### src/rtl/seg7_pkg.sv
// Shared constants for the 7-segment reader: widths, the active-low
// hex-display segment patterns (bit i = segment i, a..g; 1 = segment off),
// and the one-bit lock state used by the reader's evaluation FSM.
package seg7_pkg;

  localparam int SEG_W   = 7;
  localparam int DIGIT_W = 4;
  localparam int VALUE_W = 2 * DIGIT_W;

  // Patterns are written [6:0] = g f e d c b a.
  localparam logic [SEG_W-1:0] SEG_0     = 7'b1000000;
  localparam logic [SEG_W-1:0] SEG_1     = 7'b1111001;
  localparam logic [SEG_W-1:0] SEG_2     = 7'b0100100;
  localparam logic [SEG_W-1:0] SEG_3     = 7'b0110000;
  localparam logic [SEG_W-1:0] SEG_4     = 7'b0011001;
  localparam logic [SEG_W-1:0] SEG_5     = 7'b0010010;
  localparam logic [SEG_W-1:0] SEG_6     = 7'b0000010;
  localparam logic [SEG_W-1:0] SEG_7     = 7'b1111000;
  localparam logic [SEG_W-1:0] SEG_8     = 7'b0000000;
  localparam logic [SEG_W-1:0] SEG_9     = 7'b0010000;
  localparam logic [SEG_W-1:0] SEG_A     = 7'b0001000;
  localparam logic [SEG_W-1:0] SEG_B     = 7'b0000011;
  localparam logic [SEG_W-1:0] SEG_C     = 7'b1000110;
  localparam logic [SEG_W-1:0] SEG_D     = 7'b0100001;
  localparam logic [SEG_W-1:0] SEG_E     = 7'b0000110;
  localparam logic [SEG_W-1:0] SEG_F     = 7'b0001110;
  localparam logic [SEG_W-1:0] SEG_BLANK = 7'b1111111;

  typedef enum logic {
    EMPTY  = 1'b0,
    LOCKED = 1'b1
  } lock_state_t;

endpackage

### src/rtl/seg7_decode.sv
// Combinational decode of one 7-segment pattern back to its hex nibble.
// legal is set only for the 16 digit glyphs; blank flags the all-off pattern.
module seg7_decode
  import seg7_pkg::*;
(
  input  logic [SEG_W-1:0]   pattern,
  output logic [DIGIT_W-1:0] nibble,
  output logic               legal,
  output logic               blank
);

  // Table lookup; anything not in the glyph set is reported as not legal.
  always_comb begin
    nibble = '0;
    legal  = 1'b1;
    blank  = (pattern == SEG_BLANK);
    case (pattern)
      SEG_0:   nibble = 4'h0;
      SEG_1:   nibble = 4'h1;
      SEG_2:   nibble = 4'h2;
      SEG_3:   nibble = 4'h3;
      SEG_4:   nibble = 4'h4;
      SEG_5:   nibble = 4'h5;
      SEG_6:   nibble = 4'h6;
      SEG_7:   nibble = 4'h7;
      SEG_8:   nibble = 4'h8;
      SEG_9:   nibble = 4'h9;
      SEG_A:   nibble = 4'hA;
      SEG_B:   nibble = 4'hB;
      SEG_C:   nibble = 4'hC;
      SEG_D:   nibble = 4'hD;
      SEG_E:   nibble = 4'hE;
      SEG_F:   nibble = 4'hF;
      default: legal  = 1'b0;
    endcase
  end

endmodule

### src/rtl/seg7_reader.sv
// Reads a two-digit hex display back into an 8-bit value: debounces the
// segment buses, rejects illegal glyphs and flags values that do not
// advance by one from the previous accepted value.
module seg7_reader
  import seg7_pkg::*;
#(
  parameter int STABLE_CYCLES = 4
) (
  input  logic               clk,
  input  logic               R,
  input  logic [SEG_W-1:0]   hex0,
  input  logic [SEG_W-1:0]   hex1,
  output logic [VALUE_W-1:0] value,
  output logic               valid,
  output logic               bad_code,
  output logic               step_err,
  output logic               locked,
  output logic [7:0]         err_count
);

  localparam int RUN_W = 4;
  localparam logic [RUN_W-1:0] RUN_MAX = RUN_W'(STABLE_CYCLES);

  logic [2*SEG_W-1:0] sample;
  logic [RUN_W-1:0]   run, run_next;
  logic               stable, stable_next;
  logic               changed;

  // Run-length of identical samples; the stable event fires once when the
  // run first reaches RUN_MAX (a change restarts it at 1).
  always_comb begin
    changed = ({hex1, hex0} != sample);
    if (changed)
      run_next = 4'd1;
    else if (run == RUN_MAX)
      run_next = RUN_MAX;
    else
      run_next = run + 4'd1;
    stable_next = (run_next == RUN_MAX) && (changed || run != RUN_MAX);
  end

  // Sample register and debounce counter.
  always_ff @(posedge clk or posedge R) begin
    if (R) begin
      sample <= {SEG_BLANK, SEG_BLANK};
      run    <= '0;
      stable <= 1'b0;
    end else begin
      sample <= {hex1, hex0};
      run    <= run_next;
      stable <= stable_next;
    end
  end

  logic [DIGIT_W-1:0] nib_lo, nib_hi;
  logic               legal_lo, legal_hi, blank_lo, blank_hi;

  seg7_decode u_dec_lo (
    .pattern (sample[SEG_W-1:0]),
    .nibble  (nib_lo),
    .legal   (legal_lo),
    .blank   (blank_lo)
  );

  seg7_decode u_dec_hi (
    .pattern (sample[2*SEG_W-1:SEG_W]),
    .nibble  (nib_hi),
    .legal   (legal_hi),
    .blank   (blank_hi)
  );

  lock_state_t        state, state_next;
  logic [VALUE_W-1:0] decoded, value_next;
  logic               valid_next, bad_next, step_next, err_inc;
  logic [7:0]         err_next;
  logic               pattern_bad;

  // Evaluate the stable pattern: blank/blank ignored, bad glyphs flagged,
  // repeats ignored once locked, otherwise accept and step-check.
  always_comb begin
    state_next  = state;
    value_next  = value;
    valid_next  = 1'b0;
    bad_next    = 1'b0;
    step_next   = 1'b0;
    err_inc     = 1'b0;
    decoded     = {nib_hi, nib_lo};
    pattern_bad = (!legal_lo && !blank_lo) || (!legal_hi && !blank_hi) ||
                  (blank_lo ^ blank_hi);
    if (stable) begin
      if (blank_lo && blank_hi) begin
        // display switched off: nothing to read
      end else if (pattern_bad) begin
        bad_next = 1'b1;
        err_inc  = 1'b1;
      end else if (state == LOCKED && decoded == value) begin
        // same value shown again
      end else begin
        value_next = decoded;
        valid_next = 1'b1;
        state_next = LOCKED;
        if (state == LOCKED && decoded != value + 8'd1 && decoded != '0) begin
          step_next = 1'b1;
          err_inc   = 1'b1;
        end
      end
    end
    err_next = (err_inc && err_count != 8'hFF) ? err_count + 8'd1 : err_count;
  end

  // Evaluation state and one-cycle event pulses.
  always_ff @(posedge clk or posedge R) begin
    if (R) begin
      state     <= EMPTY;
      value     <= '0;
      valid     <= 1'b0;
      bad_code  <= 1'b0;
      step_err  <= 1'b0;
      err_count <= '0;
    end else begin
      state     <= state_next;
      value     <= value_next;
      valid     <= valid_next;
      bad_code  <= bad_next;
      step_err  <= step_next;
      err_count <= err_next;
    end
  end

  assign locked = (state == LOCKED);

endmodule

### config.mk
export PLATFORM = sky130hd
export DESIGN_NAME = seg7_reader
export DESIGN_NICKNAME = d
export VERILOG_FILES = /design/src/rtl/seg7_pkg.sv /design/src/rtl/seg7_decode.sv /design/src/rtl/seg7_reader.sv
export SDC_FILE = /design/constraint.sdc
export NUM_CORES = 1
export LEC_CHECK = 0
export BUFFER_PORTS_ARGS = -buffer_cell sky130_fd_sc_hd__buf_2
export CORE_ASPECT_RATIO = 1.4
export CORE_MARGIN = 2
export CORE_UTILIZATION = 59
export DETAILED_ROUTE_END_ITERATION = 16
export PLACE_DENSITY = 0.81
export RECOVER_POWER = 100
export SYNTH_ARGS = -nofsm -noshare
export SYNTH_HDL_FRONTEND = slang
export SYNTH_SLANG_ARGS = --single-unit
### constraint.sdc
create_clock -name clk -period 3.25 [get_ports clk]
set_input_delay 0.325 -clock clk [delete_from_list [all_inputs] [get_ports clk]]
set_output_delay 0.325 -clock clk [all_outputs]
set_load 0.05 [all_outputs]
==> metrics, run 1 <==
status=completed; storage element area=0.00100 mm²; DP Cell Count=399; fill cell total of the finished layout=372; starting density of the core=61.2%; H-tree levels=2; clk_lat worst skew=0.29 ns; Synth top area share=21.1%; count of hold buffers inserted by post-cts repair=0; count of maximum capacitance violations=0; minimum clock period=3.18 ns; critical path data required time=3.43 ns; upper clock frequency limit=315 MHz; post-synthesis average cell area=9.49 µm²; Worst Setup End Kind=register; Die Ht=87.8 µm; Detailed Routing Iterations Pass 1=4; I/O pin count=36; clock transition at the register clock pins on the worst setup and hold paths after CTS=0.08 ns; leading cell types by count after synthesis=nand2_1 (35), dfrtp_1 (25), nor2_1 (23); most used flip-flop cell after synthesis=dfrtp_1; startpoint type of the worst setup path=register; power per unit of standard cell area=299 mW/mm²; critical path peak fanout=19; total count of hold-check failures in the final report=0; DRC marker count from the first detailed-route iteration=200; Std-Cell Core Area=0.00484 mm²; normalized max-slew margin=26.9%; average vias per placed instance=5.89; dominant cells by area after synthesis=dfrtp_1 (21%), dfstp_2 (12%), xor2_1 (5.3%), nand2_1 (4.4%), xnor2_1 (4.4%); RD Place Congestion=0.878; number of distinct standard cells referenced by the synthesized netlist=77; EDFF count, synth=0; Async SR Flop Fraction=100%; Setup Viol. Count Final=0; hold path startpoint=hex1[0]; number of antenna violations at the first check in global routing=0; start point of the critical path=sample[0]$_DFF_PP1_; wire length of the first global-routing pass=11100 µm; Clock Path Buffers=2; global-route usage over all layers=24.7%; leakage power=1.42 nW; remaining global-route overflow=0; Die X-Extent=63.9 µm; origin of the critical flop-to-flop path=sample[0]$_DFF_PP1_; total clock sinks=39; clock tree root buffer cell=clkbuf_8; net count after synthesis=333; number of nets with antenna violations after detailed routing=0; count of antenna diodes in the layout=0; data arrival time of the critical path=3.36 ns; CTS buffer count=5; portion of the post-synthesis area used by sequential elements=33.5%; top-count cell post-synth=nand2_1; Synth area leader=dfrtp_1; Worst VDD drop=0.000260 V; Tightest Hold Check Type=in -> reg; register bit count reported by yosys=39; clock tree from TritonCTS=yes; Overall Power=0.993 mW; largest net degree at the start of global routing=21; Worst Max-Slew Pin Slew=1.10 ns; Total Die Area=0.00561 mm²; worst hold margin=0.124 ns; critical path start-end classification=reg -> reg; Final Net Count=378; RSZ-0062 raised after global routing=yes; area used by multi-input combinational logic=0.00181 mm²; overall via count from detail_route=2484; vias in the first global route=2383; total routed wirelength=6660 µm; Design Area, Final=0.00332 mm²; post-route clock period utilization=97.7%; share of cells above drive strength 1=22.1%; maximum clock skew at final layout=0.00416 ns; instance area at placement=0.00311 mm²; non-filler cells, final=422; post-synthesis cell area=0.00296 mm²; Synth warnings=0; number of max-slew violations in the final report=0; HPWL after detailed placement=4710 µm; DRC Markers=0; post-DR wirelength/cell=15.8 µm; P&R area growth vs syn=12.3%; Syn Inst Count=312; row count=30; count of port buffers added during placement=35
==> registers in the layout, indices dropped and copies added, names as in the netlist <==
signal	flops
valid	1
run	4
bad_code	1
err_count	8
stable	1
value	8
sample	14
locked	1
step_err	1
==> metrics by stage <==
step,utilization (%),worst slack (ns),setup TNS (ns)
3_3_place_gp,64.3,0.129,0
5_1_grt,68.7,-0.0486,-0.0583
3_5_place_dp,64.3,0.0306,0
2_1_floorplan,-,0.296,0
4_1_cts,66.1,0.00921,0
6_report,68.7,0.0739,0
==> cell type report <==
type	count	area share, %
multi-input cells	243	54.5
clock inverters	3	0.602
flip-flops and latches	39	30.2
inverters	10	1.13
repair buffers	58	9.11
clock buffers	5	2.07
well taps	64	2.41
==> routing by layer <==
metal  part of all wire [%]  up-vias  GRT usage (%)
met3                    3.4       13           3.60
met4                    1.8        0           10.7
li1                       -     1208              -
met2                     53       46           42.6
met5                      0        -              0
met1                     42     1217           30.7
==> power by group <==
| part | total, mW | switching [mW] | internal (mW) |
|---|---|---|---|
| clock | 0.329 | 0.180 | 0.149 |
| combinational | 0.130 | 0.0674 | 0.0622 |
| sequential | 0.534 | 0.0308 | 0.503 |
| total | 0.993 | 0.278 | 0.715 |
==> final timing paths <==
kind,depth (start not counted),slack (ns),end
worst max-delay path,10,0.07,err_count[6]$_DFFE_PP0P_
worst min-delay path,1,0.12,sample[7]$_DFF_PP1_
worst max register to register,10,0.07,err_count[6]$_DFFE_PP0P_
worst min register to register,1,0.52,err_count[7]$_DFFE_PP0P_
max in group asynchronous,3,1.68,value[7]$_DFFE_PP0P_
min in group asynchronous,2,0.14,stable$_DFF_PP0_
==> critical path, cell delays in order, from the launching register on <==
cell,delay (ns)
dfstp_4,0.73
nor4b_2,0.28
a22oi_1,0.18
o31ai_4,0.40
xnor2_1,0.14
and4_4,0.21
o31ai_4,0.28
a31oi_4,0.15
o21bai_2,0.23
nand4_1,0.13
mux2_1,0.32
==> cell families after synthesis <==
group	synth area share, %
AND/OR/NAND/NOR	28.9
AO/OA/AOI/OAI	17.0
buffers and inverters	6.76
flip-flops	33.5
XOR/XNOR	10.5
adder cells (fa/ha/maj)	2.11
multiplexers	1.14
==> placed cells by master, fill, tap and decap left out, types with 6 or more instances in the layout <==
master	count
and3b_1	6
nor2_1	22
a21oi_1	12
nand2_1	35
xnor2_1	15
nor3_1	10
clkbuf_1	34
dfrtp_1	25
inv_1	10
o21ai_0	6
nand3_1	14
xor2_1	18
buf_4	22
dfstp_2	11
==> what timing repair did <==
action / CTS / global route
resized for setup: 0 / 10
endpoints found under the setup margin: 0 / 13
setup buffers: 0 / 15
(Power assumes the default switching activity.)
==> run 2: changes to the inputs <==
CORE_UTILIZATION = 50   (was 59)
HOLD_SLACK_MARGIN = 0.15   (was not set)
PLACE_DENSITY = 0.7   (was 0.81)
==> run 2 against run 1 <==
The run now ends with max-capacitance violations, max-slew violations left. Via count grew 3.6%. Die area grew 17%. Count of clock-buffer cells in the layout is the same. Flip-flop and latch count is the same.
==> metrics, run 2 (synthesized netlist as in run 1, its figures left out) <==
status=finished, violations left; failing checks=max-capacitance violations, max-slew violations; count of port buffers added during placement=35; clk_lat worst skew=0.30 ns; Clock Path Buffers=2; startpoint type of the worst setup path=register; number of nets with antenna violations after detailed routing=0; Worst VDD drop=0.000199 V; critical path data required time=3.43 ns; count of buffer and inverter cells on the critical path=0; RD Place Congestion=0.901; Overall Power=1.10 mW; Detailed Routing Iterations Pass 1=4; worst-case setup margin in the final layout=0.111 ns; hold path startpoint=err_count[2]$_DFFE_PP0P_; data arrival time of the critical path=3.32 ns; largest registers=sample (14), err_count (8), value (8); H-tree levels=2; overall via count from detail_route=2574; Final Net Count=399; row count=33; register with the most flip-flops=sample; CTS buffer count=5; Setup Viol. Count Final=0; clock transition at the register clock pins on the worst setup and hold paths after CTS=0.09 ns; depth of the most critical reg-to-reg path=9; share of cells above drive strength 1=21.6%; switching share of power=26.3%; cell breakdown of the critical path=or2_1 > a2bb2oi_2 > nor2_1 > or3_1 > a211o_1 > o41a_1 > a31oi_4 > a2bb2oi_4 > mux2_1; post-placement setup slack=0.0539 ns; commonest cells after routing, fill and taps aside=nand2_1 (35), clkbuf_1 (35), buf_4 (27); DRC marker count from the first detailed-route iteration=153; combinational fraction of design power=13.7%; Std-Cell Core Area=0.00578 mm²; Die Ht=95.1 µm; global-route usage over all layers=20.4%; Max stage delay cell, worst path=dfstp_4; Slowest Stage Delay on Critical Path=0.74 ns; fraction of power consumed by the clock network=37.7%; P&R area growth vs syn=19.7%; worst hold path endpoint=err_count[2]$_DFFE_PP0P_; post-DR wirelength/cell=15.5 µm; Crit Reg-Reg Endpoint=err_count[1]$_DFFE_PP0P_; Worst Max-Slew Pin Slew=2.09 ns; critical path peak fanout=19; M2 GR Usage=36.5%; leakage power=1.52 nW; normalized max-slew margin=-39.4%; HPWL after detailed placement=4770 µm; Worst Setup End Kind=register; fraction of met1 tracks used by global routing=24.1%; number of antenna violations at the first check in global routing=0; wire length of the first global-routing pass=10900 µm; minimum clock period=3.14 ns; critical path start-end classification=reg -> reg; average vias per placed instance=5.73; Flop pwr share=48.6%; vias in the first global route=2379; Internal=0.810 mW; remaining global-route overflow=0; largest net degree at the start of global routing=40; fill cell total of the finished layout=519; post-route clock period utilization=96.6%; maximum clock skew at final layout=0.0127 ns; number of max-slew violations in the final report=40; total count of hold-check failures in the final report=0; starting density of the core=51.2%; most crowded layer after global routing=met2; DRC Markers=0; family of cells with the greatest summed delay on the critical path=compound AO/OA/AOI/OAI gates; core utilization of the finished layout=61.3%; number of flip-flops in the largest register=14; fraction of met3 tracks used by global routing=3.38%; cell count of the worst hold path=1; total clock sinks=39; Die X-Extent=69.0 µm; count of maximum capacitance violations=1; origin of the critical flop-to-flop path=sample[2]$_DFF_PP1_; worst hold margin=0.512 ns; Total Die Area=0.00656 mm²; clock tree from TritonCTS=yes; I/O pin count=36; upper clock frequency limit=319 MHz; slack of the worst reg-to-reg path=0.11 ns; clock tree root buffer cell=clkbuf_8; switching component of the power=0.288 mW; total routed wirelength=6970 µm; count of antenna diodes in the layout=0; Tightest Hold Check Type=reg -> reg; power per unit of standard cell area=310 mW/mm²
[run 2: how the worst max path moves through the flow]
stage                         from                  endpoint  slack [ns]  cells after the start
5_1_grt        sample[2]$_DFF_PP1_  err_count[6]$_DFFE_PP0P_       -0.01                     10
3_5_place_dp   sample[2]$_DFF_PP1_  err_count[1]$_DFFE_PP0P_        0.05                      9
4_1_cts        sample[2]$_DFF_PP1_  err_count[1]$_DFFE_PP0P_        0.04                      9
2_1_floorplan  sample[8]$_DFF_PP1_  err_count[1]$_DFFE_PP0P_        0.30                     11
6_report       sample[2]$_DFF_PP1_  err_count[1]$_DFFE_PP0P_        0.11                      9
3_3_place_gp   sample[4]$_DFF_PP1_  err_count[1]$_DFFE_PP0P_        0.12                      9
[run 2: power by group through the flow]
stage | Combinational, mW | Sequential [mW] | Clock (mW)
after floorplan | 0.111 | 0.517 | 0
after global placement | 0.113 | 0.542 | 0
after detailed placement | 0.114 | 0.542 | 0
after CTS | 0.129 | 0.534 | 0.427
after global routing | 0.164 | 0.537 | 0.442
final | 0.150 | 0.533 | 0.414
[run 2: repair_timing]
item                                    4_1_cts  5_1_grt
gates resized for setup                       0       10
hold buffers                                 15        0
endpoints found under the setup margin        0        8
buffers inserted                              0       18
hold endpoints to repair                     36        0
[run 2: layer usage]
| layer | vias up | wire length (µm) |
|---|---|---|
| met4 | 0 | 155 |
| met2 | 52 | 3650 |
| met5 | - | 0 |
| met3 | 14 | 258 |
| met1 | 1260 | 2910 |
| li1 | 1248 | - |
[run 2: layout make-up]
class	count	area [µm²]	share of cell area, %
clock buffers	5	68.8	1.94
clock inverters	3	43.8	1.24
flip-flops and latches	39	1000	28.2
repair buffers	79	494	13.9
multi-input cells	243	1810	51.1
inverters	10	37.5	1.06
well taps	70	87.6	2.47
[run 2: through the flow]
| stage | setup TNS (ns) | cells | area [µm²] |
|---|---|---|---|
| global route | -0.0101 | 449 | 3540 |
| detailed placement | 0 | 408 | 3140 |
| CTS | 0 | 431 | 3410 |
| floorplan | 0 | 312 | 2960 |
| global placement | 0 | 408 | 3140 |
| finish | 0 | 449 | 3540 |
==> run 3: changes to the inputs <==
CORE_ASPECT_RATIO = not set   (was 1.4)
==> run 3 against run 2 <==
The flow still finishes with violations (max-capacitance violations, max-slew violations). Count of clock-buffer cells in the layout is 1 higher. Utilization is 1.1 points lower. Worst hold slack worse by 0.35 ns. Worst setup slack worse by 0.048 ns. Power is 1.7% lower. Critical path type unchanged. Critical path depth is 1 higher. Via count is 2.5% lower. Non-clock buffer count is 3 lower. Clock power is 3% lower. Flip-flop and latch count stayed put. Critical endpoint unchanged. Design area is 1.3% lower. Fmax is 1.5% lower.
==> metrics, run 3 (synthesized netlist as in run 1, its figures left out) <==
status=finished, violations left; failing checks=max-capacitance violations, max-slew violations; data arrival time of the critical path=3.36 ns; normalized max-slew margin=-17.3%; Setup Viol. Count Final=0; origin of the critical flop-to-flop path=sample[2]$_DFF_PP1_; Worst Setup End Kind=register; number of max-slew violations in the final report=34; commonest cells after routing, fill and taps aside=nand2_1 (35), clkbuf_1 (35), buf_4 (26); leakage power=1.50 nW; starting density of the core=50.9%; Final Net Count=396; Tightest Hold Check Type=in -> reg; switching component of the power=0.273 mW; DP Cell Count=411; critical path data required time=3.42 ns; Detailed Routing Iterations Pass 1=4; storage element area=0.00100 mm²; Total Die Area=0.00655 mm²; count of antenna diodes in the layout=0; overall via count from detail_route=2510; worst hold margin=0.166 ns; HPWL after detailed placement=4840 µm; hold path startpoint=hex0[2]; power per unit of standard cell area=309 mW/mm²; DRC marker count from the first detailed-route iteration=145; non-filler cells, final=451; share of cells above drive strength 1=20.7%; startpoint type of the worst setup path=register; worst hold path endpoint=sample[2]$_DFF_PP1_; RSZ-0062 raised after global routing=yes; maximum clock skew at final layout=0.00959 ns; average vias per placed instance=5.57; count of maximum capacitance violations=1; largest registers=sample (14), err_count (8), value (8); combinational fraction of design power=13.4%; total clock sinks=39; critical path start-end classification=reg -> reg; post-route clock period utilization=98.1%; P&R area growth vs syn=18.2%; post-DR wirelength/cell=15.2 µm; RD Place Congestion=0.875; CTS buffer count=5; number of antenna violations at the first check in global routing=0; fraction of power consumed by the clock network=37.1%; largest net degree at the start of global routing=34; count of port buffers added during placement=35; count of buffer and inverter cells on the critical path=1; family of cells with the greatest summed delay on the critical path=compound AO/OA/AOI/OAI gates; total count of hold-check failures in the final report=0; wire length of the first global-routing pass=11400 µm; fill cell total of the finished layout=541; register with the most flip-flops=sample; clock tree root buffer cell=clkbuf_8; cell count of the worst hold path=1; critical path peak fanout=17; Worst VDD drop=0.000262 V; remaining global-route overflow=0; post-placement setup slack=-0.0338 ns; vias in the first global route=2350; total routed wirelength=6870 µm; H-tree levels=2; upper clock frequency limit=314 MHz; I/O pin count=36; Flop pwr share=49.5%; minimum clock period=3.19 ns; Die Ht=81.0 µm; row count=28; cell breakdown of the critical path=buf_4 > and3b_1 > o2111ai_1 > o211a_1 > mux2_2 > nand4bb_1 > o41ai_4 > or2b_1 > a2bb2oi_4 > mux2_1; Overall Power=1.08 mW; area used by multi-input combinational logic=0.00178 mm²; global-route usage over all layers=22.3%; core utilization of the finished layout=60.2%; Slowest Stage Delay on Critical Path=0.54 ns; depth of the most critical reg-to-reg path=10; number of nets with antenna violations after detailed routing=0; Worst Max-Slew Pin Slew=1.76 ns; clock tree from TritonCTS=yes; Die X-Extent=81.0 µm; clock transition at the register clock pins on the worst setup and hold paths after CTS=0.08 ns; DRC Markers=0; slack of the worst reg-to-reg path=0.06 ns; Max stage delay cell, worst path=dfstp_4; Std-Cell Core Area=0.00582 mm²; Internal=0.807 mW; worst-case setup margin in the final layout=0.0630 ns; clk_lat worst skew=0.29 ns; switching share of power=25.3%; Crit Reg-Reg Endpoint=err_count[1]$_DFFE_PP0P_; Clock Path Buffers=2; number of flip-flops in the largest register=14
==> run 3: final cells by class <==
type | instances | area share, %
multi-input cells | 243 | 50.9
flip-flops and latches | 39 | 28.7
repair buffers | 76 | 13.5
well taps | 75 | 2.68
clock buffers | 6 | 2.07
clock inverters | 2 | 1.07
inverters | 10 | 1.07
==> run 3: per-layer routing <==
layer / GRT usage (%) / share of wire, % / vias to the layer above
li1: - / - / 1246
met1: 31.0 / 46 / 1196
met2: 37.0 / 49 / 62
met3: 3.33 / 4.3 / 6
met4: 4.24 / 0.96 / 0
met5: 0 / 0 / -
==> run 3: worst register-to-register path, delay by kind of cell (launching register included) <==
kind                   cells  cell delay, ns
and+or+nand+nor            3            0.60
DFF                        1            0.54
AOI/OAI and AO/OA          4            1.09
buffers and inverters      1            0.16
muxes                      2            0.69
==> run 3: stage by stage <==
stage	cell area (µm²)	TNS (ns)
final	3500	0
after global routing	3500	-0.133
after CTS	3410	0
after detailed placement	3140	-0.0610
after global placement	3140	0
after floorplan	2960	0
==> run 3: power groups by stage <==
stage               Clock (mW)  Combinational [mW]  Sequential [mW]
global route             0.443               0.161            0.538
global placement             0               0.113            0.544
detailed placement           0               0.114            0.545
finish                   0.401               0.145            0.534
floorplan                    0               0.111            0.517
CTS                      0.418               0.134            0.534
==> run 3: worst max-delay path by stage <==
| stage | from | end | slack [ns] | depth (start not counted) |
|---|---|---|---|---|
| detailed placement | sample[4]$_DFF_PP1_ | err_count[1]$_DFFE_PP0P_ | -0.03 | 9 |
| floorplan | sample[8]$_DFF_PP1_ | err_count[1]$_DFFE_PP0P_ | 0.30 | 11 |
| global route | sample[7]$_DFF_PP1_ | err_count[1]$_DFFE_PP0P_ | -0.07 | 10 |
| CTS | sample[0]$_DFF_PP1_ | err_count[1]$_DFFE_PP0P_ | 0.02 | 9 |
| finish | sample[2]$_DFF_PP1_ | err_count[1]$_DFFE_PP0P_ | 0.06 | 10 |
| global placement | sample[4]$_DFF_PP1_ | err_count[1]$_DFFE_PP0P_ | 0.02 | 9 |
==> run 3: timing repair <==
action / 4_1_cts / 5_1_grt
hold buffers: 13 / 1
resized for setup: 0 / 5
cloned: 0 / 0
setup buffers: 5 / 13
endpoints found under the hold margin: 18 / 1
pin swaps: 0 / 5
endpoints found under the setup margin: 2 / 7
